File: src/rtl/mram_pkg.sv
// mram_pkg: shared widths, select-bit indices and FSM states for the MRAM front end
package mram_pkg;
  localparam int ADDR_W = 20;
  localparam int DATA_W = 16;
  localparam int FRAME_LEN = 20;
  localparam int SEL_WR = 0;
  localparam int SEL_LB = 1;
  localparam int SEL_UB = 2;
  typedef enum logic [1:0] {SHIFT, ACCESS, SERIAL} state_t;
endpackage

File: src/rtl/mram_top_module_stp_shift.sv
// stp_shift: LSB-first serial-to-parallel shift register exposing its next value
module stp_shift #(
  parameter int W = 16
) (
  input  logic         clk,
  input  logic         rst,
  input  logic         en,
  input  logic         din,
  output logic [W-1:0] nxt
);
  logic [W-1:0] q;
  assign nxt = en ? {din, q[W-1:1]} : q;
  always_ff @(posedge clk or negedge rst)
    if (!rst) q <= '0;
    else q <= nxt;
endmodule

File: src/rtl/mram_top_module.sv
// mram_top_module: serial command front end driving an async parallel MRAM
module mram_top_module #(
  parameter int ADDR_W = mram_pkg::ADDR_W,
  parameter int DATA_W = mram_pkg::DATA_W
) (
  input  logic              clk,
  input  logic              rst,
  input  logic              data_in,
  input  logic              addr_in,
  input  logic [2:0]        read_write_sel,
  output logic [DATA_W-1:0] data_out,
  output logic [ADDR_W-1:0] addr_out,
  output logic              ser_data_out,
  output logic              chip_en,
  output logic              write_en,
  output logic              out_en,
  output logic              lower_byte_en,
  output logic              upper_byte_en
);
  import mram_pkg::*;
  localparam int H = DATA_W / 2;
  state_t state, state_nx;
  logic [4:0] cnt;
  logic [2:0] sel_q;
  logic [ADDR_W-1:0] addr_nxt;
  logic [DATA_W-1:0] data_nxt, rb, p2s;
  logic last_bit, acc;
  assign last_bit = state == SHIFT && cnt == 5'(FRAME_LEN - 1);
  stp_shift #(.W(ADDR_W)) u_addr (
    .clk(clk), .rst(rst), .en(state == SHIFT), .din(addr_in), .nxt(addr_nxt)
  );
  stp_shift #(.W(DATA_W)) u_data (
    .clk(clk), .rst(rst), .en(state == SHIFT && cnt < 5'(DATA_W)), .din(data_in), .nxt(data_nxt)
  );
  always_ff @(posedge clk or negedge rst)
    if (!rst) begin
      state    <= SHIFT;
      cnt      <= '0;
      sel_q    <= '0;
      addr_out <= '0;
      data_out <= '0;
      rb       <= '0;
      p2s      <= '0;
    end else begin
      state <= state_nx;
      cnt   <= (state == SHIFT && !last_bit) || (state == SERIAL && cnt != 5'(DATA_W - 1)) ? cnt + 5'd1 : 5'd0;
      if (last_bit) begin
        addr_out <= addr_nxt;
        data_out <= data_nxt;
        sel_q    <= read_write_sel;
      end
      if (acc && sel_q[SEL_WR] && sel_q[SEL_LB]) rb[H-1:0] <= data_out[H-1:0];
      if (acc && sel_q[SEL_WR] && sel_q[SEL_UB]) rb[DATA_W-1:H] <= data_out[DATA_W-1:H];
      p2s <= acc ? rb & {{H{sel_q[SEL_UB]}}, {H{sel_q[SEL_LB]}}} : state == SERIAL ? p2s << 1 : p2s;
    end
  // A frame with no byte selected never leaves SHIFT, so no strobe is issued
  always_comb begin
    acc           = state == ACCESS;
    state_nx      = state == SHIFT ? (last_bit && |read_write_sel[SEL_UB:SEL_LB] ? ACCESS : SHIFT) :
                    state == ACCESS ? (sel_q[SEL_WR] ? SHIFT : SERIAL) :
                    cnt == 5'(DATA_W - 1) ? SHIFT : SERIAL;
    chip_en       = ~acc;
    write_en      = ~(acc & sel_q[SEL_WR]);
    out_en        = ~(acc & ~sel_q[SEL_WR]);
    lower_byte_en = ~(acc & sel_q[SEL_LB]);
    upper_byte_en = ~(acc & sel_q[SEL_UB]);
    ser_data_out  = state == SERIAL && p2s[DATA_W-1];
  end
endmodule

File: config.mk
export PLATFORM = sky130hd
export DESIGN_NAME = mram_top_module
export DESIGN_NICKNAME = d
export VERILOG_FILES = /design/src/rtl/mram_pkg.sv /design/src/rtl/mram_top_module_stp_shift.sv /design/src/rtl/mram_top_module.sv
export SDC_FILE = /design/constraint.sdc
export NUM_CORES = 1
export LEC_CHECK = 0
export CELL_PAD_IN_SITES_DETAIL_PLACEMENT = 1
export CELL_PAD_IN_SITES_GLOBAL_PLACEMENT = 1
export CORE_ASPECT_RATIO = 0.7
export CORE_UTILIZATION = 42
export DETAILED_ROUTE_END_ITERATION = 10
export GPL_ROUTABILITY_DRIVEN = 0
export GPL_TIMING_DRIVEN = 0
export PLACE_DENSITY = 0.76
export SLEW_MARGIN = 20
export SYNTH_ARGS = -nofsm -noshare
export SYNTH_HDL_FRONTEND = slang
export SYNTH_SLANG_ARGS = --single-unit
File: constraint.sdc
create_clock -name clk -period 1.8 [get_ports clk]
set_input_delay 0.18 -clock clk [delete_from_list [all_inputs] [get_ports clk]]
set_output_delay 0.18 -clock clk [all_outputs]
set_load 0.05 [all_outputs]
# Yosys cells after proc, flatten, opt, wreduce, memory -nomap -nowiden
# Index checks and enable logic that the tools add are counted.
# totals
regBits	114
elab_cells	52
rom_bits	0
input_bits	7
latchBits	0
n_memories	0
output_inout_bits	42
ram_bits	0
# classes
multipliers	0
n_shift	0
magnitude_cmp	1
n_bitwise	11
addsub	1
n_eq_ne	5
n_reduce_logical	14
mux	10
n_div	0
# ops
cell	count
16-bit two-way mux	3
20-bit two-way mux	1
16-bit AND	1
1-bit logical AND	9
2-bit two-way mux	4
1-bit inverter	6
5-bit by 1-bit adder with 5-bit output (second input constant)	1
5-bit by 4-bit equality test with 1-bit output (second input constant)	1
5-bit equality test (second input constant)	1
5-bit less-than comparator (second input constant)	1
5-bit two-way mux	1
5-bit by 4-bit inequality test with 1-bit output (second input constant)	1
1-bit AND	4
2-bit by 1-bit equality test with 1-bit output (second input constant)	1
2-bit equality test (second input constant)	1
2-bit zero test	1
2-bit nonzero test	1
2-bit OR reduction	1
1-bit zero test	1
1-bit logical OR	1
1-bit two-way mux	1

# Depth between registers and ports, before layout
# Gate-level depths: netlist of run 1.
# logic_depth
word_depth	6
ltp_mapped	7
depth_no_buf	6

# Hierarchy
# Synthesis of run 1 repeated with hierarchy kept, for this count alone.
# unflattened
cells_unflattened	306
area_unflattened_um2	4795.8
# by_module_without_submodules
mod	area_per_inst_um2	seq_area_each_um2	n_inst	cells_each
mram_top_module	3323.2	1951.9	1	230
stp_shift at u_addr	823.3	500.5	1	42
stp_shift at u_data	649.4	400.4	1	34

# Least setup slack after synthesis of run 1
# No wires, ideal clock.
# synth_timing
path_kind	register -> register
start	register state[0]
end	register p2s[10]
t_required_ps	1722
slack_ps	24
setup_ps	78
arrival_time_ps	1697
n_path_buf	1
period_less_slack_ps	1776
path_stages_with_launch	6
cell_sequence	dfrtp_1 ha_1 clkinv_1 buf_1 a22oi_1 a21oi_1
# synth_between
elab_chain_len	2
elab_cells_between_ends	4
classes_between	2 x eq/ne; 1 x mux; 1 x reduce/logical
# synth_rtl
element	line_no	text
from (decl)	mram_top_module.sv:22	state_t state, state_nx;
from (signal assigned)	mram_top_module.sv:45	state <= state_nx;
2-bit by 1-bit equality test with 1-bit output or 2-bit equality test (tied branches)	mram_top_module.sv:58, mram_top_module.sv:54	
16-bit two-way mux or 2-bit nonzero test (tied branches)	-	
to (signal assigned)	mram_top_module.sv:54	p2s <= acc ? rb & {{H{sel_q[SEL_UB]}}, {H{sel_q[SEL_LB]}}} : state == SERIAL ? p2s << 1 : p2s;
to (decl)	mram_top_module.sv:26	logic [DATA_W-1:0] data_nxt, rb, p2s;
# Several ways; a longest one is shown, not always the timed one.
# A chain may end at the register's enable or synchronous reset.

# Worst setup path after layout of run 1
# layout_timing
start	register cnt[0]
end	register data_out[15]
# layout_between
elab_chain_len	3
elab_cells_between_ends	5
classes_between	1 x order compare; 1 x eq/ne; 1 x mux; 2 x reduce/logical
# layout_rtl
element	line_no	text
from (decl)	mram_top_module.sv:23	logic [4:0] cnt;
from (signal assigned)	mram_top_module.sv:46	cnt <= (state == SHIFT && !last_bit) || (state == SERIAL && cnt != 5'(DATA_W - 1)) ? cnt + 5'd1 : 5'd0;
5-bit less-than comparator	mram_top_module.sv:33	.clk(clk), .rst(rst), .en(state == SHIFT && cnt < 5'(DATA_W)), .din(data_in), .nxt(data_nxt)
1-bit logical AND	mram_top_module.sv:33	
16-bit two-way mux	mram_top_module_stp_shift.sv:12	assign nxt = en ? {din, q[W-1:1]} : q;
to (signal assigned)	mram_top_module.sv:49	data_out <= data_nxt;
to (decl)	mram_top_module.sv:11	output logic [DATA_W-1:0] data_out,
# Several ways; a longest one is shown, not always the timed one.

==> results of run 1 <==
-- state kept, by name, indices dropped and copies added (netlist names) --
| signal | flops |
|---|---|
| u_addr.q | 19 |
| p2s | 16 |
| state | 2 |
| addr_out | 20 |
| sel_q | 3 |
| data_out | 16 |
| rb | 16 |
| cnt | 5 |
| u_data.q | 16 |
-- metrics by stage --
stage          cell area [µm²]  setup slack (ps)
2_1_floorplan             4440              24.4
3_3_place_gp              5080             -3650
3_5_place_dp              5100              -548
4_1_cts                   5740             0.561
5_1_grt                   5860             -31.3
6_report                  5860              32.8
-- how the worst max path moves through the flow --
| stage | startpoint | end | slack, ps | depth (start not counted) |
|---|---|---|---|---|
| after detailed placement | state[1] | chip_en | -550 | 5 |
| after CTS | data_out[0] | data_out[0] | 0.6 | 1 |
| after global routing | cnt[0] | data_out[15] | -30 | 5 |
| after global placement | rst | addr_out[12] | -3650 | 1 |
| after floorplan | state[0] | p2s[10] | 20 | 5 |
| final | cnt[0] | data_out[15] | 30 | 5 |
-- timing repair --
item	4_1_cts	5_1_grt
endpoints found under the setup margin	42	42
hold endpoints to repair	63	0
gates resized for setup	57	18
cloned	0	1
setup buffers	0	6
hold buffers	1	0
pin swaps	0	1
-- synth_stat cells --
| library cell | instances | area share (%) |
|---|---|---|
| sky130_fd_sc_hd__a211oi_1 | 1 | 0.17 |
| sky130_fd_sc_hd__a21oi_1 | 15 | 1.7 |
| sky130_fd_sc_hd__a22oi_1 | 15 | 2.5 |
| sky130_fd_sc_hd__a2bb2oi_1 | 1 | 0.20 |
| sky130_fd_sc_hd__and2_1 | 4 | 0.56 |
| sky130_fd_sc_hd__and3_1 | 1 | 0.14 |
| sky130_fd_sc_hd__and4bb_2 | 1 | 0.28 |
| sky130_fd_sc_hd__buf_1 | 1 | 0.085 |
| sky130_fd_sc_hd__buf_2 | 6 | 0.68 |
| sky130_fd_sc_hd__buf_6 | 1 | 0.25 |
| sky130_fd_sc_hd__clkbuf_1 | 6 | 0.51 |
| sky130_fd_sc_hd__clkinv_1 | 1 | 0.085 |
| sky130_fd_sc_hd__dfrtp_1 | 113 | 64 |
| sky130_fd_sc_hd__ha_1 | 5 | 1.4 |
| sky130_fd_sc_hd__inv_1 | 9 | 0.76 |
| sky130_fd_sc_hd__mux2_2 | 80 | 20 |
| sky130_fd_sc_hd__mux2_4 | 10 | 3.4 |
| sky130_fd_sc_hd__nand2_1 | 3 | 0.25 |
| sky130_fd_sc_hd__nand2b_1 | 2 | 0.28 |
| sky130_fd_sc_hd__nand3_1 | 2 | 0.23 |
| sky130_fd_sc_hd__nor2_1 | 21 | 1.8 |
| sky130_fd_sc_hd__nor2b_1 | 1 | 0.14 |
| sky130_fd_sc_hd__o21ai_0 | 1 | 0.11 |
| sky130_fd_sc_hd__xnor2_1 | 1 | 0.20 |
| sky130_fd_sc_hd__xor2_1 | 1 | 0.20 |
-- cell type report --
type / count / share of cell area (%)
Buffer: 12 / 1.56
Clock buffer: 28 / 9.15
Timing Repair Buffer: 57 / 10.5
Clock inverter: 4 / 0.768
Tap cell: 128 / 2.73
Inverter: 10 / 0.725
Sequential cell: 113 / 48.2
Multi-Input combinational cell: 165 / 26.3
-- worst max-delay path, cell delays in order (launching register included) --
cell and delay, ps:
sky130_fd_sc_hd__dfrtp_1 390, sky130_fd_sc_hd__ha_1 250, sky130_fd_sc_hd__and4bb_2 260, sky130_fd_sc_hd__nand2_1 140, sky130_fd_sc_hd__buf_4 240, sky130_fd_sc_hd__mux2_2 360
-- power groups by stage --
stage	Combinational [W]	Sequential [W]	Clock (W)
after global placement	0.00247	0.00372	0
after floorplan	0.00160	0.00396	0
after global routing	0.00309	0.00384	0.00341
after detailed placement	0.00261	0.00377	0
after CTS	0.00272	0.00374	0.00327
final	0.00287	0.00374	0.00321
-- cells by family (layout without fill, tap and decap cells) --
group / Yosys count / count (layout) / share of synthesized area [%]
flip-flops: 113 / 113 / 63.8
multiplexers: 90 / 90 / 23.7
AND/OR/NAND/NOR: 35 / 35 / 3.67
AO/OA/AOI/OAI: 33 / 33 / 4.71
buffers and inverters: 24 / 111 / 2.37
adder cells (fa/ha/maj): 5 / 5 / 1.41
XOR/XNOR: 2 / 2 / 0.395
-- placed cells by master, fill, tap and decap left out, drive strengths merged, types with 2 or more instances in the layout --
cell type      Yosys  final
dfrtp            113    113
mux2              90     90
clkbuf             6     34
clkdlybuf4s50      0     25
nor2              21     21
buf                8     20
a22oi             15     15
a21oi             15     15
dlymetal6s2s       0     12
inv                9      9
ha                 5      5
dlygate4sd2        0      4
and2               4      4
clkinv             1      4
nand2              3      3
nand3              2      2
nand2b             2      2
-- per-layer routing --
| layer | wire [µm] | share of wire (%) | up-vias |
|---|---|---|---|
| li1 | - | - | 1210 |
| met1 | 4470 | 46 | 1404 |
| met2 | 4750 | 49 | 50 |
| met3 | 302 | 3.1 | 13 |
| met4 | 129 | 1.3 | 0 |
| met5 | 0 | 0 | - |
==> results.md, run 1 <==
| Item | Reported | Unit |
|:---|:---|:---|
| Worst supply voltage drop on vdd | 954 | µV |
| Period utilization | 98.2 | % |
| Sequential cell area | 2830 | µm² |
| TritonCTS clock tree | built | - |
| Post-layout net count | 388 | - |
| Internal Power | 0.00686 | W |
| Flops & latches, synth | 113 | - |
| Antenna violations before repair | 0 | - |
| Signal arrival time at the worst endpoint | 2050 | ps |
| Wire per inst | 18.7 | µm |
| Total standard cell area after synthesis | 4440 | µm² |
| Finished Core Util | 58.7 | % |
| Fin Clk Skew | 7.79 | ps |
| Pin count of the biggest net entering global routing | 65 | - |
| Slew @ Worst Pin | 597 | ps |
| Detailed-route vias per instance | 5.18 | - |
| Area of combinational cells with multiple inputs | 1540 | µm² |
| R2r startpoint | cnt[0] | - |
| Number of distinct library cell variants in the gate-level netlist after synthesis | 25 | - |
| Switching Share | 30.2 | % |
| Number of global-route vias before repair | 2961 | - |
| Critical path peak fanout | 10 | - |
| Non-filler cells in the finished layout | 517 | - |
| H-tree Lvls | 4 | - |
| Area of the die | 11000 | µm² |
| Clk pwr share | 32.7 | % |
| First-pass GRT wire length | 15.7 | mm |
| Max cap viols | 0 | - |
| Net switching power | 0.00297 | W |
| Worst rel slew slack | 60.2 | % |
| Reg2Reg Depth | 5 | - |
| Maximum clock frequency | 566 | MHz |
| Number of placed instances with taps included | 479 | - |
| Number of endpoints failing setup at the final stage | 0 | - |
| Count of unresolved DRC violations after routing | 6 | - |
| Count of filler cells inserted in the layout | 944 | - |
| Core ar. | 9980 | µm² |
| Total overflow reported by the global router | 0 | - |
| Run status | finished with violations | - |
| Vertical die dimension | 88.0 | µm |
| Final HPWL DP | 6.10 | mm |
| CTS Buf Count | 17 | - |
| Crit start category | flop | - |
| Syn avg cell area | 14.7 | µm² |
| Sinks on the clock net | 113 | - |
| Pins over their slew limit | 0 | - |
| Total number of vias | 2677 | - |
| Sequential share of power | 38.1 | % |
| Number of synthesis warnings | 0 | - |
| Maximum buffer depth of the clock tree | 2 | - |
| Leakage | 2.95 | nW |
| Power per cell area | 1680 | nW/µm² |
| Width of the chip | 125 | µm |
| Critical path class | reg2reg | - |
| Capture instance of the worst register-to-register path | data_out[15] | - |
| Slack of the worst reg-to-reg path | 30 | ps |
| Most used routing layer in global routing | met2 | - |
| Global Route met3 Usage | 4.52 | % |
| Global router's overall resource usage | 19.4 | % |
| Summed negative setup slack over all endpoints | 0 | ps |
| Met1 capacity usage during global routing | 24.0 | % |
| Critical Path RT | 2080 | ps |
| Sequential-to-total area share from yosys stat | 63.8 | % |
| Cells after Synth | 302 | - |
| Post-synthesis net count | 314 | - |
| Clock input transition at the sequential cells of the worst setup and hold paths | 50 | ps |
| Number of cell rows | 30 | - |
| Top-level port count | 49 | - |
| Routed WL | 9.65 | mm |
| Worst Hold Margin | 319 | ps |
| Detailed Route Iter0 Violations | 122 | - |
| Area added between synthesis and finish | 32.2 | % |
| Category of the worst setup path capture point | flop | - |
| Fraction of final layout cells with drive strength greater than 1 | 38.6 | % |
| Clock latency on the worst-skew pair | 400 | ps |
| Violations in the final reports | design-rule violations | - |
| Port-buffer cells | 48 | - |
| Post-layout minimum cycle time | 1770 | ps |
| Final Power | 0.00983 | W |
| Unrepaired setup endpoints after global routing | yes | - |
| Antenna diode count | 0 | - |
| Combinational share of power | 29.2 | % |
| Library cell used as clock root buffer | sky130_fd_sc_hd__clkbuf_16 | - |
| Global-route track usage on met2 | 32.3 | % |
| Worst hold path class | in2async | - |
| Router iterations before antenna repair | 7 | - |
| Number of hold violations in the final report | 0 | - |
| Count of nets left with antenna violations after detail routing | 0 | - |
| Initial Utilization | 44.4 | % |
No activity file was read; power rests on OpenSTA's default activity.
==> run 2, diff against run 1 <==
--- a/config.mk
+++ b/config.mk
@@ -8,12 +8,12 @@
 export CELL_PAD_IN_SITES_DETAIL_PLACEMENT = 1
 export CELL_PAD_IN_SITES_GLOBAL_PLACEMENT = 1
 export CORE_ASPECT_RATIO = 0.7
-export CORE_UTILIZATION = 42
+export CORE_UTILIZATION = 45
 export DETAILED_ROUTE_END_ITERATION = 10
+export DONT_BUFFER_PORTS = 1
 export GPL_ROUTABILITY_DRIVEN = 0
 export GPL_TIMING_DRIVEN = 0
-export PLACE_DENSITY = 0.76
-export SLEW_MARGIN = 20
+export PLACE_DENSITY = 0.73
 export SYNTH_ARGS = -nofsm -noshare
 export SYNTH_HDL_FRONTEND = slang
 export SYNTH_SLANG_ARGS = --single-unit
==> results.md, run 2 (synthesis results as in run 1) <==
| Item | Reported | Unit |
|:---|:---|:---|
| Run status | finished with violations | - |
| Violations in the final reports | negative hold slack | - |
| List of cells traversed by the critical path | ha_1 > and4bb_2 > nand2_1 > buf_4 > mux2_2 | - |
| Final HPWL DP | 5.58 | mm |
| Unrepaired setup endpoints after global routing | yes | - |
| Number of placed instances with taps included | 426 | - |
| Clock latency on the worst-skew pair | 410 | ps |
| Number of endpoints failing setup at the final stage | 0 | - |
| Slew @ Worst Pin | 619 | ps |
| Antenna diode count | 0 | - |
| Post-layout net count | 343 | - |
| Worst hold path class | in2async | - |
| Number of cell rows | 29 | - |
| Max cap viols | 0 | - |
| Most used cells in the layout excluding fill and tap cells | sky130_fd_sc_hd__dfrtp_1, sky130_fd_sc_hd__mux2_2, sky130_fd_sc_hd__nor2_1 | - |
| Port-buffer cells | 0 | - |
| Crit start category | flop | - |
| Power per cell area | 1800 | nW/µm² |
| Number of global-route vias before repair | 2764 | - |
| CTS Buf Count | 17 | - |
| Sinks on the clock net | 113 | - |
| Worst Hold Margin | -538 | ps |
| Core ar. | 9330 | µm² |
| First-pass GRT wire length | 15.1 | mm |
| Count of hold buffers inserted by post-cts repair | 5 | - |
| Router iterations before antenna repair | 4 | - |
| Top-level port count | 49 | - |
| Biggest register | addr_out | - |
| Pins over their slew limit | 0 | - |
| Biggest cell delay along the critical path | 400 | ps |
| Largest register FFs | 20 | - |
| Critical path class | reg2reg | - |
| Worst rel slew slack | 58.7 | % |
| Critical path peak fanout | 10 | - |
| Fin Clk Skew | 6.41 | ps |
| Period utilization | 99.1 | % |
| Signal arrival time at the worst endpoint | 2070 | ps |
| Final Power | 0.00970 | W |
| Non-filler cells in the finished layout | 468 | - |
| Slack of the worst reg-to-reg path | 20 | ps |
| TritonCTS clock tree | built | - |
| Total number of vias | 2505 | - |
| Number of hold violations in the final report | 113 | - |
| Area added between synthesis and finish | 21.5 | % |
| Pin count of the biggest net entering global routing | 114 | - |
| Width of the chip | 121 | µm |
| H-tree Lvls | 4 | - |
| Critical Path RT | 2090 | ps |
| Leading cell type in the layout, fill and taps excluded | sky130_fd_sc_hd__dfrtp_1 | - |
| Count of unresolved DRC violations after routing | 0 | - |
| Area of the die | 10300 | µm² |
| Post-layout minimum cycle time | 1780 | ps |
| Top flop regs | addr_out x20, u_addr.q x19 | - |
| Slowest CP cell | sky130_fd_sc_hd__dfrtp_1 | - |
| Leakage | 2.54 | nW |
| Global router's overall resource usage | 20.2 | % |
| Fraction of final layout cells with drive strength greater than 1 | 42.2 | % |
| Worst supply voltage drop on vdd | 792 | µV |
| Detailed Route Iter0 Violations | 113 | - |
| Fin worst setup slack | 16.1 | ps |
| Total overflow reported by the global router | 0 | - |
| Vertical die dimension | 85.1 | µm |
| Maximum buffer depth of the clock tree | 2 | - |
| Worst slack at placement | -386 | ps |
| Maximum clock frequency | 561 | MHz |
| Category of the worst setup path capture point | flop | - |
| Antenna violations before repair | 0 | - |
| Library cell used as clock root buffer | sky130_fd_sc_hd__clkbuf_16 | - |
| Wire per inst | 19.7 | µm |
| Count of nets left with antenna violations after detail routing | 0 | - |
| Detailed-route vias per instance | 5.35 | - |
| Routed WL | 9.21 | mm |
| Clock input transition at the sequential cells of the worst setup and hold paths | 50 | ps |
| Initial Utilization | 47.6 | % |
run 2: cell count changes in the layout (fill, tap and decap cells not counted), moves of 3 or more:
cell,before,now
sky130_fd_sc_hd__clkinvlp_4,0,3
sky130_fd_sc_hd__clkbuf_8,7,2
sky130_fd_sc_hd__clkdlybuf4s50_1,25,0
sky130_fd_sc_hd__and2_4,3,0
sky130_fd_sc_hd__dlygate4sd3_1,1,5
sky130_fd_sc_hd__clkinv_2,3,6
sky130_fd_sc_hd__dlygate4sd2_1,4,0
sky130_fd_sc_hd__dlymetal6s2s_1,12,0
run 2: final cells by class:
type	count	area, µm²
Fill cell	864	3940
Sequential cell	113	2830
Multi-Input combinational cell	165	1540
Clock buffer	21	460
Tap cell	124	155
Clock inverter	11	136
Timing Repair Buffer	11	125
Buffer	13	103
Inverter	10	45.0
run 2: through the flow:
| step | hold WS, ps | util [%] | area, µm² | setup TNS [ps] |
|---|---|---|---|---|
| floorplan | -116 | - | 4440 | 0 |
| global placement | -113 | 49.2 | 4590 | -3610 |
| detailed placement | -113 | 49.2 | 4590 | -4480 |
| CTS | -554 | 56.9 | 5300 | -369 |
| global route | -558 | 57.8 | 5390 | -714 |
| finish | -538 | 57.8 | 5390 | 0 |
run 2: critical path: cells and delay by family, from the launching register on:
| kind | cells | cell delay, ps |
|---|---|---|
| mux | 1 | 360 |
| buf+inv | 1 | 250 |
| flops | 1 | 400 |
| fa+ha+maj | 1 | 240 |
| simple gates | 2 | 410 |
run 2: metal layers:
layer	GRT usage [%]	up-vias	wire length [µm]
met2	30.5	53	4290
met4	11.1	0	222
met1	25.4	1312	4280
met5	0	-	0
li1	-	1123	-
met3	7.46	17	414
run 2: what timing repair did:
| item | 4_1_cts | 5_1_grt |
|---|---|---|
| endpoints found under the hold margin | 120 | 113 |
| gates cloned | 0 | 1 |
| pin swaps | 0 | 0 |
| setup endpoints to repair | 62 | 31 |
| setup buffers | 1 | 4 |
| resized for setup | 23 | 7 |
run 2: power by group:
| part | switching (W) | total, W | internal, W |
|---|---|---|---|
| combinational | 0.000946 | 0.00222 | 0.00128 |
| clock | 0.00113 | 0.00336 | 0.00223 |
| sequential | 0.000849 | 0.00411 | 0.00326 |
| total | 0.00292 | 0.00970 | 0.00677 |
run 2: worst paths after layout:
check	start	endpoint	cells past startpoint
min in group clk	read_write_sel[0]	sel_q[0]	2
hold reg to reg	cnt[0]	cnt[0]	1
setup reg to reg	cnt[0]	data_out[5]	5
setup / recovery	cnt[0]	data_out[5]	5
max in group asynchronous	rst	data_out[3]	0
hold / removal	rst	data_out[9]	0
